**src/rtl/match_controller.sv**
```systemverilog
// Pong match sequencer: serve/play/point/over FSM driving scores, countdown and winner.
// Define MATCH_CTRL_PAUSE_EN to add the `pause` input and the PAUSED state.
module match_controller #(
  parameter int SCREEN_W       = 640,
  parameter int FRAMES_PER_SEC = 60,
  parameter int SERVE_FRAMES   = 60,
  parameter int OVER_FRAMES    = 180
) (
  input  logic       clk,
  input  logic       reset,
  input  logic       refresh_tick,
  input  logic       start,
`ifdef MATCH_CTRL_PAUSE_EN
  input  logic       pause,
`endif
  input  logic [9:0] ball_x,
  input  logic [3:0] win_score,
  input  logic [5:0] time_limit,
  output logic [2:0] state,
  output logic [3:0] score1,
  output logic [3:0] score2,
  output logic [5:0] seconds,
  output logic       new_round,
  output logic       ball_enable,
  output logic       game_over,
  output logic [1:0] winner
);
  localparam int FMAX = (SERVE_FRAMES > OVER_FRAMES) ? SERVE_FRAMES : OVER_FRAMES;
  localparam int FCW  = $clog2(FMAX + 1);
  localparam int SCW  = $clog2(FRAMES_PER_SEC + 1);
  localparam logic [10:0] RIGHT_EDGE = 11'(SCREEN_W);

  typedef enum logic [2:0] {
    IDLE   = 3'd0,
    SERVE  = 3'd1,
    PLAY   = 3'd2,
    POINT  = 3'd3,
    OVER   = 3'd4,
    PAUSED = 3'd5
  } state_t;

  state_t           r_state, w_state_nxt;
  logic [3:0]       r_score1, r_score2, w_score1_nxt, w_score2_nxt;
  logic [5:0]       r_seconds, w_seconds_nxt;
  logic [1:0]       r_winner, w_winner_nxt;
  logic             r_new_round, w_new_round_nxt;
  logic [FCW-1:0]   r_frame, w_frame_nxt;
  logic [SCW-1:0]   r_sub, w_sub_nxt;

  logic [3:0] w_win;
  logic [5:0] w_tlim;
  logic       w_p1_hit, w_p2_hit, w_hit, w_pause;
  logic [3:0] w_sc1, w_sc2;
  logic [5:0] w_sec_dec;
  logic [SCW-1:0] w_sub_adv;

  function automatic logic [3:0] sat_inc(input logic [3:0] v);
    return (v == 4'hF) ? 4'hF : v + 4'd1;
  endfunction

  function automatic logic [1:0] compare_winner(input logic [3:0] a, input logic [3:0] b);
    if (a > b) return 2'd1;
    if (b > a) return 2'd2;
    return 2'd3;
  endfunction

`ifdef MATCH_CTRL_PAUSE_EN
  assign w_pause = pause;
`else
  assign w_pause = 1'b0;
`endif

  assign w_win    = (win_score == 4'd0) ? 4'd1 : win_score;
  assign w_tlim   = (time_limit == 6'd0) ? 6'd1 : time_limit;
  assign w_p1_hit = ({1'b0, ball_x} >= RIGHT_EDGE);
  assign w_p2_hit = (ball_x == 10'd0);
  assign w_hit    = w_p1_hit | w_p2_hit;
  assign w_sc1    = w_p1_hit ? sat_inc(r_score1) : r_score1;
  assign w_sc2    = w_p2_hit ? sat_inc(r_score2) : r_score2;

  // One countdown step: sub-second counter wraps each second and pulls `seconds` down.
  always_comb begin
    w_sub_adv = r_sub + 1'b1;
    w_sec_dec = r_seconds;
    if (r_sub == SCW'(FRAMES_PER_SEC - 1)) begin
      w_sub_adv = '0;
      w_sec_dec = (r_seconds != 6'd0) ? r_seconds - 6'd1 : 6'd0;
    end
  end

  always_comb begin
    w_state_nxt     = r_state;
    w_score1_nxt    = r_score1;
    w_score2_nxt    = r_score2;
    w_seconds_nxt   = r_seconds;
    w_winner_nxt    = r_winner;
    w_new_round_nxt = 1'b0;
    w_frame_nxt     = r_frame;
    w_sub_nxt       = r_sub;
    case (r_state)
      IDLE: begin
        w_score1_nxt  = 4'd0;
        w_score2_nxt  = 4'd0;
        w_winner_nxt  = 2'd0;
        w_seconds_nxt = w_tlim;
        w_frame_nxt   = '0;
        w_sub_nxt     = '0;
        if (start) begin
          w_state_nxt     = SERVE;
          w_new_round_nxt = 1'b1;
        end
      end
      SERVE: begin
        if (refresh_tick) begin
          if (r_frame == FCW'(SERVE_FRAMES - 1)) begin
            w_frame_nxt = '0;
            w_state_nxt = PLAY;
          end else begin
            w_frame_nxt = r_frame + 1'b1;
          end
        end
      end
      PLAY: begin
        // A scoring tick beats a simultaneous pause; otherwise pause freezes everything.
        if (w_pause && !(refresh_tick && w_hit)) begin
          w_state_nxt = PAUSED;
        end else if (refresh_tick) begin
          w_score1_nxt  = w_sc1;
          w_score2_nxt  = w_sc2;
          w_seconds_nxt = w_sec_dec;
          w_sub_nxt     = w_sub_adv;
          if (w_p1_hit && (w_sc1 >= w_win)) begin
            w_state_nxt  = OVER;
            w_winner_nxt = 2'd1;
            w_frame_nxt  = '0;
          end else if (w_p2_hit && (w_sc2 >= w_win)) begin
            w_state_nxt  = OVER;
            w_winner_nxt = 2'd2;
            w_frame_nxt  = '0;
          end else if (w_sec_dec == 6'd0) begin
            w_state_nxt  = OVER;
            w_winner_nxt = compare_winner(w_sc1, w_sc2);
            w_frame_nxt  = '0;
          end else if (w_hit) begin
            w_state_nxt = POINT;
          end
        end
      end
      POINT: begin
        w_new_round_nxt = 1'b1;
        w_frame_nxt     = '0;
        w_state_nxt     = SERVE;
      end
      OVER: begin
        if (refresh_tick) begin
          if (r_frame == FCW'(OVER_FRAMES - 1)) begin
            w_state_nxt   = IDLE;
            w_frame_nxt   = '0;
            w_sub_nxt     = '0;
            w_score1_nxt  = 4'd0;
            w_score2_nxt  = 4'd0;
            w_winner_nxt  = 2'd0;
            w_seconds_nxt = w_tlim;
          end else begin
            w_frame_nxt = r_frame + 1'b1;
          end
        end
      end
      PAUSED: begin
        if (w_pause) w_state_nxt = PLAY;
      end
      default: w_state_nxt = IDLE;
    endcase
  end

  always_ff @(posedge clk) begin
    if (reset) begin
      r_state     <= IDLE;
      r_score1    <= 4'd0;
      r_score2    <= 4'd0;
      r_seconds   <= 6'd0;
      r_winner    <= 2'd0;
      r_new_round <= 1'b0;
      r_frame     <= '0;
      r_sub       <= '0;
    end else begin
      r_state     <= w_state_nxt;
      r_score1    <= w_score1_nxt;
      r_score2    <= w_score2_nxt;
      r_seconds   <= w_seconds_nxt;
      r_winner    <= w_winner_nxt;
      r_new_round <= w_new_round_nxt;
      r_frame     <= w_frame_nxt;
      r_sub       <= w_sub_nxt;
    end
  end

  assign state       = r_state;
  assign score1      = r_score1;
  assign score2      = r_score2;
  assign seconds     = r_seconds;
  assign winner      = r_winner;
  assign new_round   = r_new_round;
  assign ball_enable = (r_state == PLAY);
  assign game_over   = (r_state == OVER);
endmodule

```
**config.mk**
```make
export PLATFORM = sky130hd
export DESIGN_NAME = match_controller
export DESIGN_NICKNAME = d
export VERILOG_FILES = /design/src/rtl/match_controller.sv
export SDC_FILE = /design/constraint.sdc
export NUM_CORES = 1
export LEC_CHECK = 0
export BUFFER_PORTS_ARGS = -buffer_cell sky130_fd_sc_hd__buf_4
export CAP_MARGIN = 20
export CORE_MARGIN = 5
export CORE_UTILIZATION = 54
export DETAILED_ROUTE_END_ITERATION = 12
export PLACE_DENSITY_LB_ADDON = 0.15
export SETUP_SLACK_MARGIN = 0.2
export SLEW_MARGIN = 10
export SYNTH_ARGS = -nofsm -noshare
export SYNTH_HDL_FRONTEND = slang
export SYNTH_SLANG_ARGS = --single-unit
export TNS_END_PERCENT = 100
```
**constraint.sdc**
```tcl
create_clock -name clk -period 11.69 [get_ports clk]
set_clock_uncertainty 0.15 [all_clocks]
set_input_delay 3.507 -clock clk [delete_from_list [all_inputs] [get_ports clk]]
set_output_delay 3.507 -clock clk [all_outputs]
set_load 0.02 [all_outputs]
```
== Word-level counts from Yosys, hierarchy flattened ==
Cells that the tools add are included.
Widths: inputs -> output; s select.
Word-level totals
  flip-flop bits (word level): 34
Cells by class
  $lt $le $gt $ge: 5
  eq/ne operators: 18
  bitwise logic cells: 2
  add/sub/neg operators: 5
  reductions and logical operators: 15
  multiplexer cells: 69
Operators by type and width (number)
  $mux 8: 8
  $mux 6: 10
  $mux 4: 9
  $pmux 6 s3: 2
  $pmux 8 s4: 1
  $mux 3: 10
  $pmux 4 s3: 2
  $mux 2: 10
  $pmux 3 s6: 1
  $mux 1: 14
  $logic_not 6->1: 2
  $ge 10x10->1 const B: 1
  $logic_not 10->1: 1
  $ne 2x2->1 const B: 5
  $reduce_and 5->1: 2
  $add 4x1->4 const B: 2
  $add 8x1->8 const B: 1
  $eq 4x4->1 const B: 2
  $eq 8x6->1 const B: 1
  $eq 8x8->1 const B: 1
  $ge 4x4->1: 2
  $gt 4x4->1: 2
  $reduce_and 8->1: 1
  $add 6x1->6 const B: 1
  other kinds (20): 23

== Depth between registers and ports, before layout ==
  depth after elaboration: 23
  depth in mapped cells: 13
  mapped depth without buffers: 13

== Least setup slack after synthesis ==
No wires, ideal clock.
  kind: input to register
  start: input ball_x[0]
  end: register r_winner[0] (netlist: winner[0])
  cell stages on the path: 11
  arrival time: 5.884 ns
  slack: 5.539 ns
  required time: 11.423 ns
  buffers on the path: 0
  cells stage by stage: nor4_1 > and4_1 > nand4_1 > mux2_2 > ha_1 > o21ai_0 > a221oi_1 > a2bb2oi_1 > o21ai_0 > and3_1 > a32o_1
Between the ends
  word-level cells in the longest chain between the ends: 17
RTL lines
  from (decl): line 16  | input logic [9:0] ball_x,
  $ge 10x10->1 or $logic_not 10->1 (tied branches): line 75, 76
  $mux 4, on equally long branches: line 78, 79
  $gt 4x4->1: line 63  | if (b > a) return 2'd2;
  $mux 1 (2 in a row): line 63
  $mux 1: line 140  | end else if (w_sec_dec == 6'd0) begin
  $mux 1: line 136  | end else if (w_p2_hit && (w_sc2 >= w_win)) begin
  $mux 1: line 132  | if (w_p1_hit && (w_sc1 >= w_win)) begin
  $mux 1: line 127  | end else if (refresh_tick) begin
  $mux 1: line 100  | case (r_state)
  $mux 2: line 64  | return 2'd3;
  $mux 2: line 63
  $mux 2: line 140
  $mux 2: line 136
  $mux 2: line 132
  $mux 2: line 127
  $pmux 2 s3: line 100
  to (signal assigned): line 191  | r_winner <= w_winner_nxt;
  to (decl): line 45  | logic [1:0] r_winner, w_winner_nxt;
Parallel ways exist; a longest one is shown, timed or not. The select of a mux whose other input is x is not followed.
A chain may end at the register's enable or synchronous reset.

== Worst setup path after layout ==
  start: input ball_x[0]
  end: register r_frame[5]
Between the ends
  word-level cells in the longest chain between the ends: 8
RTL lines
  parallel branches: the longest is 8 deep, another holds $ge 10x10->1
  to (signal assigned): line 193  | r_frame <= w_frame_nxt;
  to (decl): line 47  | logic [FCW-1:0] r_frame, w_frame_nxt;
Several ways; the timed one is not identified. The select of a mux whose other input is x is not followed.

==> run_results.csv <==
group,metric,value,unit
run_status,status,"finished, final reports clean",
route,drc,0,
synthesis,syn-num-nets,353,
finish,fin_area,0.00292,mm2
synthesis,synthAdderAreaFrac,0.0880,
route,vias_per_cell,6.03,
route,drtAntennaViolNets,0,
global_route,grt_first_pass_wirelength,10700,um
worst_setup_path,regToRegSetupSlack,8.47,ns
worst_setup_path,end_kind,"flip-flop",
global_route,antenna_found_initial,0,
cts,htreeDepth,2,
pwr,vdd_drop_max,0.0911,mV
timing,finalCritPeriodShare,0.539,
place,hpwl,4540,um
worst_setup_path,r2r_end,"r_frame[5]$_SDFFE_PP0P_",
worst_setup_path,cp.depth,12,
finish,area.growth.synth_to_final,20.8,%
route,wl_per_cell,15.3,um
timing,report.final.slew_viol_count,0,
route,routed-via-count,2455,
worst_setup_path,crit_required,11.69,ns
place,gp_congestion,0.869,
worst_setup_path,slowest_delay,0.44,ns
place,place_ws,5.08,ns
cts,cts_hold_buf,0,
finish,layout.nets,395,
finish,drive_gt1_frac,0.197,
die,die_h,76.9,um
timing,tightest_slew,0.659,ns
global_route,grt_pass1_vias,2315,
timing,hold_viol_final,0,
timing,min_period,6.30,ns
timing,timing.fmax,0.159,GHz
finish,fillers,385,
synthesis,synth_xor_area_frac,0.0145,
cts,post_cts_buffers,0,
worst_setup_path,critPathTopFamily,"compound AO/OA/AOI/OAI gates",
worst_setup_path,worstPathCellList,"buf_4, nor4_1, and4_1, nand4_1, mux2_2, ha_1, o21ai_0, a221oi_1, a21oi_2, nand2_2, a31o_1, a311oi_2",
place,post_dp_cell_area,0.00278,mm2
die,ioPinCount,46,
cts,cts.sinks,34,
die,die_area,0.00591,mm2
die,start_util,0.555,
worst_setup_path,crit_slowest_cell,"a31o_1",
synthesis,synthFlopType,"dfxtp_1",
cts,clk_pin_slew,0.07,ns
synthesis,synth_mux_area_frac,0.0424,
timing,fin_hold_ws,0.332,ns
synthesis,synth_top_family_by_area,"simple AND/OR/NAND/NOR gates",
die,die_w,76.9,um
global_route,grt_max_degree,28,
cts,cts_tree,"done",
cts,root_buffer,"clkbuf_8",
worst_setup_path,crit_start,"ball_x[0]",
global_route,grt_overflow,0,
worst_setup_path,cp-endpoint,"r_frame[5]$_SDFFE_PP0P_",
synthesis,yosysTopAreaCellShare,0.282,
route,routed_wl,6210,um
synthesis,synth_area_per_cell,7.75,um2
synthesis,syn-instance-count,312,
pwr,powerDensity,170,mW/mm2
synthesis,synth_cell_type_count,57,
synthesis,ys.warnings.count,0,
timing,setup_ws,5.39,ns
pwr,p_leak,1.24,nW
worst_setup_path,cp_num_buf_inv,1,
die,core_area,0.00435,mm2
timing,fin_tns_setup,0,ns
timing,slew_headroom,0.556,
worst_setup_path,rr_worst_depth,12,
synthesis,yosys.area_share.simple,0.266,
finish,antennaDiodeCount,0,
synthesis,syn-cell-area,0.00242,mm2
timing,grt_setup_unrepaired,"false",
synthesis,yosysTopAreaCell,"dfxtp_1",
synthesis,synth-edff-count,0,
cts,clk_latency,0.29,ns
synthesis,seq_area_frac_synth,0.282,
worst_setup_path,cp-start-kind,"input port",
global_route,grt_usage,0.216,
worst_setup_path,crit_type,"input port to flip-flop",
route,drtIter0Drc,192,
synthesis,synth.top_cells.by_area,"dfxtp_1 (28%), ha_1 (8.8%), nor2_1 (6.4%), a21oi_1 (5.4%), o21ai_0 (3.7%)",
worst_setup_path,crit_arrival,6.30,ns
run,maxCapViolCount,0,
synthesis,synth_compound_area_frac,0.256,
worst_setup_path,cp_max_fo,8,
min_path,hold_path.class,"flip-flop to flip-flop",
cts,numCtsBuffers,5,
timing,setup_violations,0,
place,port_buffers,45,
synthesis,ys_ff_latch,34,
cts,ctsResizeCount,0,
route,first_pass_iters,4,
worst_setup_path,regToRegStartpoint,"score1[0]$_SDFFE_PP0P_",
synthesis,async_flop_share,0,
die,rows,24,
cts,clockBufferDepth,2,
-- sequential cells by signal, summed over array words and instances (netlist names) --
name	cells
r_frame	8
r_sub	6
seconds	6
score1	4
score2	4
state	3
winner	2
new_round	1
-- tightest hold or removal path, cell delays in order (launching register included) --
cell     delay [ns]
dfxtp_1        0.33
nand2_1        0.06
a21oi_1        0.05
-- layout make-up --
type / instances / area [um2] / area share
clock inverter: 2 / 60.1 / 0.0206
timing repair buffer: 46 / 345 / 0.118
multi-input combinational: 247 / 1610 / 0.552
tap: 52 / 65.1 / 0.0223
clock buffer: 6 / 82.6 / 0.0283
inverter: 20 / 75.1 / 0.0257
sequential: 34 / 681 / 0.233
-- per-stage QoR --
stage | utilization | power, mW | cells
finish | 0.670 | 0.497 | 407
global placement | 0.638 | 0.356 | 399
global route | 0.670 | 0.531 | 407
CTS | 0.670 | 0.497 | 407
detailed placement | 0.638 | 0.361 | 399
floorplan | - | 0.304 | 312
-- metal layers --
metal | GRT usage | part of all wire
met5 | 0 | 0
met4 | 0.0734 | 0.011
met3 | 0.0539 | 0.063
met2 | 0.346 | 0.48
met1 | 0.280 | 0.45
-- cells in the mapped netlist, types with 3 or more instances --
master / count
nand2b_1: 7
a31oi_1: 6
o21a_1: 3
inv_1: 20
nor3_1: 12
clkbuf_1: 7
o31ai_1: 3
ha_1: 17
a21o_1: 3
a311oi_2: 5
nand3_1: 11
a211oi_1: 4
and3_1: 3
mux2i_1: 8
nor2b_1: 4
nand2_1: 24
nor2_1: 41
a21oi_1: 26
nand4_1: 5
xnor2_1: 3
nor4_1: 3
a32o_1: 3
o21ai_0: 18
dfxtp_1: 34
-- layout by cell type, fill, tap and decap left out, drive strengths merged, types with 3 or more instances in the layout --
cell type / synthesis / routed
a211oi: 5 / 5
a21o: 3 / 3
a21oi: 27 / 27
a311oi: 5 / 5
a31o: 3 / 3
a31oi: 6 / 6
a32o: 3 / 3
and3: 3 / 3
buf: 4 / 46
clkbuf: 7 / 6
dfxtp: 34 / 34
ha: 17 / 17
inv: 20 / 20
mux2i: 8 / 8
nand2: 25 / 25
nand2b: 7 / 7
nand3: 11 / 11
nand4: 6 / 6
nor2: 42 / 42
nor2b: 4 / 4
nor3: 12 / 12
nor4: 3 / 3
o21a: 3 / 3
o21ai: 20 / 20
o31ai: 3 / 3
xnor2: 3 / 3
-- kinds of logic after synthesis --
family,count (synthesis)
simple gates,126
compound gates,90
flops,34
buf+inv,31
fa+ha+maj,17
mux,10
xor+xnor,4
-- power by group --
part	total, mW	leakage (nW)	internal (mW)	switching [mW]
clock	0.136	0.0714	0.0910	0.0455
sequential	0.153	0.276	0.129	0.0233
combinational	0.208	0.893	0.0773	0.130
total	0.497	1.24	0.298	0.199
-- worst min-delay path by stage --
stage | slack [ns] | depth (start not counted) | startpoint | end
floorplan | 0.30 | 2 | r_frame[1]$_SDFFE_PP0P_ | r_frame[1]$_SDFFE_PP0P_
global placement | 0.31 | 2 | r_frame[0]$_SDFFE_PP0P_ | r_frame[0]$_SDFFE_PP0P_
detailed placement | 0.32 | 2 | r_frame[1]$_SDFFE_PP0P_ | r_frame[1]$_SDFFE_PP0P_
CTS | 0.33 | 2 | r_sub[1]$_SDFFE_PP0P_ | r_sub[1]$_SDFFE_PP0P_
global route | 0.37 | 2 | r_sub[1]$_SDFFE_PP0P_ | r_sub[1]$_SDFFE_PP0P_
finish | 0.33 | 2 | r_sub[1]$_SDFFE_PP0P_ | r_sub[1]$_SDFFE_PP0P_
No activity file was read; power rests on OpenSTA's default activity.
